--- src/rtl/int_ctrl.sv ---
// Fixed-priority interrupt controller: masks level interrupt lines and presents
// the lowest-index eligible source to the CPU over a req/ack/done handshake.
module int_ctrl #(
  parameter int N_SRC = 4,
  parameter int VEC_W = 2
) (
  input  logic             clk,
  input  logic             rst,
  input  logic [N_SRC-1:0] irq_in,
  input  logic             cfg_we,
  input  logic [N_SRC:0]   cfg_wdata,
  output logic             int_req,
  output logic [VEC_W-1:0] int_vec,
  input  logic             int_ack,
  input  logic             int_done,
  output logic [N_SRC-1:0] src_clr,
  output logic             in_service,
  output logic [N_SRC-1:0] pend,
  output logic [1:0]       dbg_state
);

  // Handshake: int_req is held with a stable int_vec until the cycle int_ack is
  // sampled high (transfer) or the requested source stops being eligible
  // (withdraw); ack wins a tie. int_done closes service and is only honoured in SERV.
  typedef enum logic [1:0] {
    IDLE = 2'd0,
    REQ  = 2'd1,
    SERV = 2'd2
  } state_t;

  state_t           state;
  logic [N_SRC-1:0] mask;
  logic             ie;
  logic [N_SRC-1:0] eligible;
  logic [N_SRC-1:0] vec_onehot;
  logic [VEC_W-1:0] first_idx;
  logic             any_eligible;
  logic             vec_eligible;

  always_comb begin
    eligible = irq_in & mask & {N_SRC{ie}};
    first_idx = '0;
    // Scan downwards so the lowest set index is the last one written.
    for (int i = N_SRC - 1; i >= 0; i--) begin
      if (eligible[i]) first_idx = VEC_W'(i);
    end
    vec_onehot = '0;
    for (int i = 0; i < N_SRC; i++) begin
      vec_onehot[i] = (int_vec == VEC_W'(i));
    end
  end

  assign any_eligible = |eligible;
  assign vec_eligible = |(eligible & vec_onehot);
  assign dbg_state    = state;

  always_ff @(posedge clk or posedge rst) begin
    if (rst) begin
      state      <= IDLE;
      mask       <= '0;
      ie         <= 1'b0;
      int_req    <= 1'b0;
      int_vec    <= '0;
      src_clr    <= '0;
      in_service <= 1'b0;
      pend       <= '0;
    end else begin
      pend    <= irq_in & mask;
      src_clr <= '0;
      if (cfg_we) begin
        mask <= cfg_wdata[N_SRC-1:0];
        ie   <= cfg_wdata[N_SRC];
      end
      case (state)
        IDLE: begin
          if (any_eligible) begin
            int_vec <= first_idx;
            int_req <= 1'b1;
            state   <= REQ;
          end
        end
        REQ: begin
          if (int_ack) begin
            int_req    <= 1'b0;
            in_service <= 1'b1;
            src_clr    <= vec_onehot;
            state      <= SERV;
          end else if (!vec_eligible) begin
            int_req <= 1'b0;
            state   <= IDLE;
          end
        end
        SERV: begin
          if (int_done) begin
            in_service <= 1'b0;
            state      <= IDLE;
          end
        end
        default: begin
          int_req    <= 1'b0;
          in_service <= 1'b0;
          state      <= IDLE;
        end
      endcase
    end
  end

endmodule

--- config.mk ---
export PLATFORM = sky130hd
export DESIGN_NAME = int_ctrl
export DESIGN_NICKNAME = d
export VERILOG_FILES = /design/src/rtl/int_ctrl.sv
export SDC_FILE = /design/constraint.sdc
export NUM_CORES = 1
export LEC_CHECK = 0
export BUFFER_PORTS_ARGS = -buffer_cell sky130_fd_sc_hd__buf_2
export CAP_MARGIN = 20
export CORE_MARGIN = 2
export CORE_UTILIZATION = 40
export DETAILED_ROUTE_END_ITERATION = 6
export GPL_ROUTABILITY_DRIVEN = 0
export GPL_TIMING_DRIVEN = 0
export HOLD_SLACK_MARGIN = 0.03
export PLACE_DENSITY_LB_ADDON = 0.05
export SLEW_MARGIN = 20
export SYNTH_ARGS = -nofsm -noshare
export SYNTH_HDL_FRONTEND = slang
export SYNTH_SLANG_ARGS = --single-unit
export TNS_END_PERCENT = 10
--- constraint.sdc ---
create_clock -name clk -period 1.6 [get_ports clk]
set_input_delay 0.24 -clock clk [delete_from_list [all_inputs] [get_ports clk]]
set_output_delay 0.24 -clock clk [all_outputs]
set_load 0.02 [all_outputs]
# --- Yosys cells after proc, flatten, opt, wreduce, memory -nomap -nowiden ---
# Cells that the tools add are included.
op_classes:
  muxes: 18
  n_reduce_logical: 8
  n_bitwise: 5
  eq_ne: 9
op_table:
  columns: ["operator", "n"]
  rows:
  - ["$mux 2", 8]
  - ["$and 4x4->4", 3]
  - ["$reduce_and 3->1", 3]
  - ["$mux 4", 2]
  - ["$reduce_or 4->1", 2]
  - ["$eq 2x2->1 const B", 3]
  - ["$ne 2x2->1 const B", 3]
  - ["$pmux 1 s3", 2]
  - ["$pmux 2 s3", 1]
  - ["$mux 1", 5]
  - ["$eq 2x1->1 const B", 2]
  - ["$logic_not 2->1", 2]
  - ["$ne 3x3->1 const B", 1]
  - ["$not 1->1", 2]
  - ["$reduce_and 2->1", 1]
word_totals:
  register_bits: 19
  inputBits: 14
  out_inout_bits: 14

# --- Longest topological paths before layout ---
# Gate-level depths: netlist of the first run.
depth:
  depth_word: 7
  ltp_mapped: 5

# --- Worst setup path after synthesis of the first run ---
# OpenSTA, ideal clock, no wires.
synth_path:
  path_kind: "flip-flop to flip-flop"
  start: "register state[1], in the netlist dbg_state[1]"
  end: "register int_vec[0]"
  t_arrival_ns: 1.327
  t_required_ns: 1.472
  synth_period_minus_slack_ns: 1.455
  setup_time_ns: 0.128
  path_stages_with_launch: 5
  path_slack_ns: 0.145
  cell_sequence: "dfrtp_1 -> nand2b_2 -> nor2_1 -> o21a_1 -> mux2_1"
synth_between:
  elab_chain_cells: 2
synth_lines:
  columns: ["element", "line_no", "source"]
  rows:
  - ["start, declared", "31", "state_t state;"]
  - ["start signal, assigned", "59", "state <= IDLE;"]
  - ["start signal, assigned", "79", "state <= REQ;"]
  - ["start signal, assigned", "87", "state <= SERV;"]
  - ["$logic_not 2->1", "74", "case (state)"]
  - ["$reduce_and 2->1 (no source line)", null, null]
  - ["end signal, assigned", "77", "int_vec <= first_idx;"]
  - ["end, declared", "13", "output logic [VEC_W-1:0] int_vec,"]
# Every way passes these cells.
# A chain may end at the register's enable or synchronous reset.

# --- Worst setup path in the final report of the first run ---
# Ends and elaborated chain as after synthesis.

==> reports/results.tsv, run 1 <==
metric	value	unit
maximum VDD drop	673	uV
CTS buffer count	3	
status	completed	
share of cells above drive strength 1	36.6	%
root buf cell	clkbuf_4	
Die Y	47.2	um
Final nets	108	
DRT antenna net count	0	
drt total wl	1.27	mm
CTS Sinks	19	
GRT Util Overall	13.3	%
Synth Area in Simple Gates	13.6	%
worst-margin pin slew	682	ps
drt first pass iters	5	
post-place instance area	912	um^2
CTS tree	yes	
Slew Limit Headroom	54.5	%
synth warn	0	
Worst-path clk slew	100	ps
Port-buffer cells	27	
Ant. Diodes	0	
Finished Layout Cells	118	
FF+latch count, synth	19	
number of global-route vias before repair	481	
initial antenna violation count	0	
worst hold slack	36.1	ps
Place WS	160	ps
CTS Hold Bufs	0	
row cnt	15	
setup violators final	0	
largest net degree at the start of global routing	20	
Core Area	1750	um^2
drc violations	0	
depth of the CTS H-tree	1	
adder-cell area share of the yosys netlist	0	%
WL per Instance	10.7	um
CP endpoint kind	flip-flop	
largest family of logic cells by synthesized area	simple AND/OR/NAND/NOR gates	
period utilization	92.9	%
Post-CTS Setup Repair Bufs	0	
Worst-Skew Late Latency	290	ps
routed vias	536	
XOR/XNOR share of the synthesized area	0	%
Post-Place Cells	114	
CP Launch Point	dbg_state[1]$_DFFE_PP0P_	
R2R depth	4	
Max Fclk	673	MHz
CTS Buffer Depth	2	
syn nets	76	
critical path arrival	1660	ps
Die Area	2230	um^2
LEAKAGE	0.524	nW
min Tclk post-route	1490	ps
synthesized cell area	746	um^2
fin util	53.8	%
MaxCap Viol Count	0	
total congestion overflow	0	
RSZ-0062 raised after global routing	no	
crit start category	flip-flop	
DR iter-0 viols	3	
Pwr Total	1.23	mW
fraction of the mapped netlist area in compound gates	8.05	%
critical path class	reg2reg	
r2r endpoint	int_vec[0]$_DFFE_PP0P_	
CTS resizes	0	
crit path to	int_vec[0]$_DFFE_PP0P_	
CP required	1780	ps
area delta synth->final	25.8	%
DP HPWL	981	um
synthesized instance count	62	
PD cells	1310	nW/um^2
final instance area	938	um^2
worst hold-check path type	in2async	
Initial Util	42.7	%
Final Hold Fails	0	
Cell variety after synth	18	
drt via density	4.54	
syn avg cell area	12.0	um^2
final slew viol count	0	
Worst Path Max Fanout	6	
mux cell area share after synthesis	12.1	%
sequential area share after synthesis	63.8	%
Setup TNS Final	0	ps
Worst Skew	3.52	ps
first-pass GRT wire length	1.96	mm
Setup WS post-layout	114	ps
Worst R2R Start	dbg_state[1]$_DFFE_PP0P_	
IO Count	28	
worst reg2reg setup slack	110	ps
die width	47.2	um
[worst min-delay path by stage]
stage	startpoint	end	slack [ps]	cells past startpoint
2_1_floorplan	rst	dbg_state[0]$_DFFE_PP0P_	190	1
3_3_place_gp	rst	src_clr[1]$_DFF_PP0_	390	2
3_5_place_dp	rst	src_clr[1]$_DFF_PP0_	390	2
4_1_cts	rst	src_clr[1]$_DFF_PP0_	60	2
5_1_grt	rst	src_clr[1]$_DFF_PP0_	80	2
6_report	rst	src_clr[1]$_DFF_PP0_	40	2
[critical path, cell delays in order, from the launching register on]
cell,delay [ps]
dfrtp_1,440
nand2b_2,220
nor2_1,170
o21a_1,220
mux2_1,330
[sequential cells by signal, summed over array words and instances, names as in the netlist]
name and cells:
mask 4, dbg_state 2, ie 1, int_vec 2, src_clr 4, in_service 1, int_req 1, pend 4
[cell usage after synthesis]
cell type  instances  share of area (%)
dfrtp_1           19                 64
o21ai_0            1               0.67
o21ai_1            1               0.67
nor3b_1            1                1.0
nor3_1             2                1.3
inv_2              1               0.50
or2_1              1               0.84
and3_1             2                1.7
a21o_1             2                2.0
o21a_1             1                1.0
nand2_1           11                5.5
o31ai_2            1                1.7
mux2_1             6                9.1
a21oi_1            3                2.0
inv_1              4                2.0
mux4_2             1                3.0
nor2_1             4                2.0
nand2b_2           1                1.2
[placed cells by master, fill, tap and decap left out]
cell type and n:
and3_1 2, dfrtp_1 19, inv_1 4, a21oi_1 3
nor3_1 2, o21a_1 1, mux4_2 1, clkbuf_1 1
buf_2 27, clkbuf_4 3, nand2_1 11, inv_2 1
o21ai_0 1, o31ai_2 1, nand2b_2 1, mux2_1 6
nor3b_1 1, or2_1 1, o21ai_1 1, nor2_1 4
a21o_1 2
[metal layers]
| metal | vias to the layer above | share of wire (%) | GRT usage (%) | routed length (um) |
|---|---|---|---|---|
| li1 | 270 | - | - | - |
| met4 | 0 | 0.95 | 8.33 | 12 |
| met5 | - | 0 | 0 | 0 |
| met3 | 2 | 4.4 | 3.46 | 56 |
| met2 | 17 | 47 | 20.0 | 597 |
| met1 | 247 | 47 | 17.1 | 602 |
[area by class of cell]
type,instances,area [um^2]
fill,172,807
sequential,19,475
multi-input combinational,38,251
timing repair buffer,27,135
tap,25,31.3
clock buffer,4,26.3
inverter,5,18.8
[power breakdown]
| part | internal [mW] | switching [mW] | total [mW] |
|---|---|---|---|
| combinational | 0.147 | 0.207 | 0.353 |
| clock | 0.0968 | 0.132 | 0.229 |
| sequential | 0.564 | 0.0816 | 0.646 |
[cell families (layout without fill, tap and decap cells)]
kind of cell    count (synthesis)  count (layout)
buf+inv                         5              36
mux                             7               7
flops                          19              19
simple gates                   22              22
compound gates                  9               9
Note: power is estimated with default switching activity, not from simulation.
==> inputs of run 2 (changes only) <==
--- a/config.mk
+++ b/config.mk
@@ -8,7 +8,7 @@
 export BUFFER_PORTS_ARGS = -buffer_cell sky130_fd_sc_hd__buf_2
 export CAP_MARGIN = 20
 export CORE_MARGIN = 2
-export CORE_UTILIZATION = 40
+export CORE_UTILIZATION = 45
 export DETAILED_ROUTE_END_ITERATION = 6
 export GPL_ROUTABILITY_DRIVEN = 0
 export GPL_TIMING_DRIVEN = 0
==> run 2 against run 1 <==
  * Wire length grew 2.3%
  * Clock skew increased by 1.7 ps
  * Combinational power hardly changed
  * Largest cell class unchanged
  * Critical path depth unchanged
  * Design area shrank 1.2%
  * Clock power grew 3%
  * Fmax about the same
  * Utilization up 7.1 points
  * Die area fell by 10%
  * Worst setup slack hardly changed
  * Sequential power about the same
  * Power up 0.57%
==> reports/results.tsv, run 2 (synthesis results as in run 1) <==
metric	value	unit	change
critical path's slowest cell	dfrtp_1		unchanged
number of global-route vias before repair	515		was 481
drt total wl	1.30	mm	was 1.27 mm
fin util	60.8	%	was 53.8%
period utilization	92.8	%	was 92.9%
Clk pwr share	19.2	%	was 18.6%
CTS tree	yes		unchanged
DP HPWL	980	um	was 981 um
Worst-Skew Late Latency	290	ps	about the same
IO Count	28		unchanged
Sequential Power Share	52.3	%	was 52.6%
CTS Sinks	19		unchanged
Port-buffer cells	27		unchanged
WL per Instance	11.9	um	was 10.7 um
Die Y	44.7	um	was 47.2 um
CP required	1790	ps	was 1780 ps
Sw Share	34.6	%	was 34.2%
critical path class	reg2reg		unchanged
CTS Hold Bufs	0		unchanged
Final nets	108		unchanged
largest net degree at the start of global routing	20		unchanged
crit-path cells	nand2b_2, nor2_1, o21a_1, mux2_1		unchanged
min Tclk post-route	1490	ps	about the same
depth of the CTS H-tree	1		unchanged
Worst-path clk slew	100	ps	about the same
commonest non-fill, non-tap cell in the layout	buf_2		unchanged
crit start category	flip-flop		unchanged
root buf cell	clkbuf_4		unchanged
worst hold-check path type	in2async		unchanged
Max Fclk	673	MHz	about the same
die width	44.7	um	was 47.2 um
Ant. Diodes	0		unchanged
critical path arrival	1670	ps	was 1660 ps
worst-margin pin slew	683	ps	was 682 ps
Core Area	1520	um^2	was 1750 um^2
Worst Path Max Fanout	6		unchanged
share of cells above drive strength 1	36.6	%	unchanged
Initial Util	48.9	%	was 42.7%
commonest non-fill, non-tap cells in the layout	buf_2, dfrtp_1, nand2_1		unchanged
Gate power share	28.6	%	was 28.8%
biggest regs	mask x4, pend x4, src_clr x4		unchanged
Internal Pwr Total	808	uW	about the same
status	completed		unchanged
drt first pass iters	2		was 5
CTS buffer count	3		unchanged
CP endpoint kind	flip-flop		unchanged
Switch Pwr	427	uW	was 420 uW
LEAKAGE	0.524	nW	unchanged
area delta synth->final	24.3	%	was 25.8%
worst path bufs/invs	0		unchanged
Die Area	2000	um^2	was 2230 um^2
row cnt	14		was 15
CTS Buffer Depth	2		unchanged
drt via density	4.72		was 4.54
Worst Skew	5.21	ps	was 3.52 ps
worst stage delay on the critical path	440	ps	about the same
first-pass GRT wire length	2.28	mm	was 1.96 mm
final slew viol count	0		unchanged
routed vias	514		was 536
Fillers	148		was 172
drc violations	0		unchanged
CTS resizes	0		unchanged
GRT Util Overall	16.5	%	was 13.3%
initial antenna violation count	0		unchanged
Slew Limit Headroom	54.4	%	was 54.5%
maximum VDD drop	908	uV	was 673 uV
MaxCap Viol Count	0		unchanged
total congestion overflow	0		unchanged
Post-CTS Setup Repair Bufs	0		unchanged
DRT antenna net count	0		unchanged
Final Hold Fails	0		unchanged
Setup TNS Final	0	ps	unchanged
DR iter-0 viols	1		was 3
PD cells	1330	nW/um^2	was 1310 nW/um^2
RSZ-0062 raised after global routing	no		unchanged
Top delay family on crit path	flip-flops		unchanged
setup violators final	0		unchanged
run 2: layout make-up:
class	count	area (um^2)	share of cell area (%)
flip-flops and latches	19	475	51.3
multi-input cells	38	251	27.1
repair buffers	27	135	14.6
clock buffers	4	26.3	2.83
well taps	16	20.0	2.16
inverters	5	18.8	2.02
run 2: per-layer routing:
layer	GRT usage, %	share of wire, %
met1	19.4	46
met2	27.0	46
met3	3.60	5.2
met4	10.9	2.6
met5	0	0
run 2: stage by stage:
step                total power [mW]  std cells  hold slack (ps)  setup slack [ps]  instance area [um^2]
floorplan                      0.883         62              191               145                   746
global placement                1.01        105              381               146                   901
detailed placement              1.01        105              376               137                   901
CTS                             1.25        109             52.0               118                   927
global route                    1.31        109             92.2              43.1                   927
finish                          1.24        109             28.2               114                   927
run 2: final timing paths:
| kind | start | endpoint | slack, ps | cells after the start |
|---|---|---|---|---|
| min in group clk | cfg_wdata[0] | mask[0]$_DFFE_PP0P_ | 160 | 2 |
| min | rst | src_clr[1]$_DFF_PP0_ | 30 | 2 |
| max | dbg_state[1]$_DFFE_PP0P_ | int_vec[0]$_DFFE_PP0P_ | 110 | 4 |
| min reg2reg | mask[0]$_DFFE_PP0P_ | mask[0]$_DFFE_PP0P_ | 490 | 1 |
| max in group asynchronous | rst | mask[3]$_DFFE_PP0P_ | 1130 | 2 |
| max reg2reg | dbg_state[1]$_DFFE_PP0P_ | int_vec[0]$_DFFE_PP0P_ | 110 | 4 |
run 2: power by group through the flow:
| stage | sequential [mW] | clock, mW | combinational (mW) |
|---|---|---|---|
| global placement | 0.654 | 0 | 0.351 |
| global route | 0.661 | 0.265 | 0.385 |
| CTS | 0.648 | 0.245 | 0.359 |
| detailed placement | 0.658 | 0 | 0.357 |
| floorplan | 0.737 | 0 | 0.146 |
| finish | 0.645 | 0.237 | 0.353 |
run 2: worst reg2reg max path, cell delays in order (launching register included):
cell and delay (ps):
dfrtp_1 440, nand2b_2 220, nor2_1 180, o21a_1 220
mux2_1 330
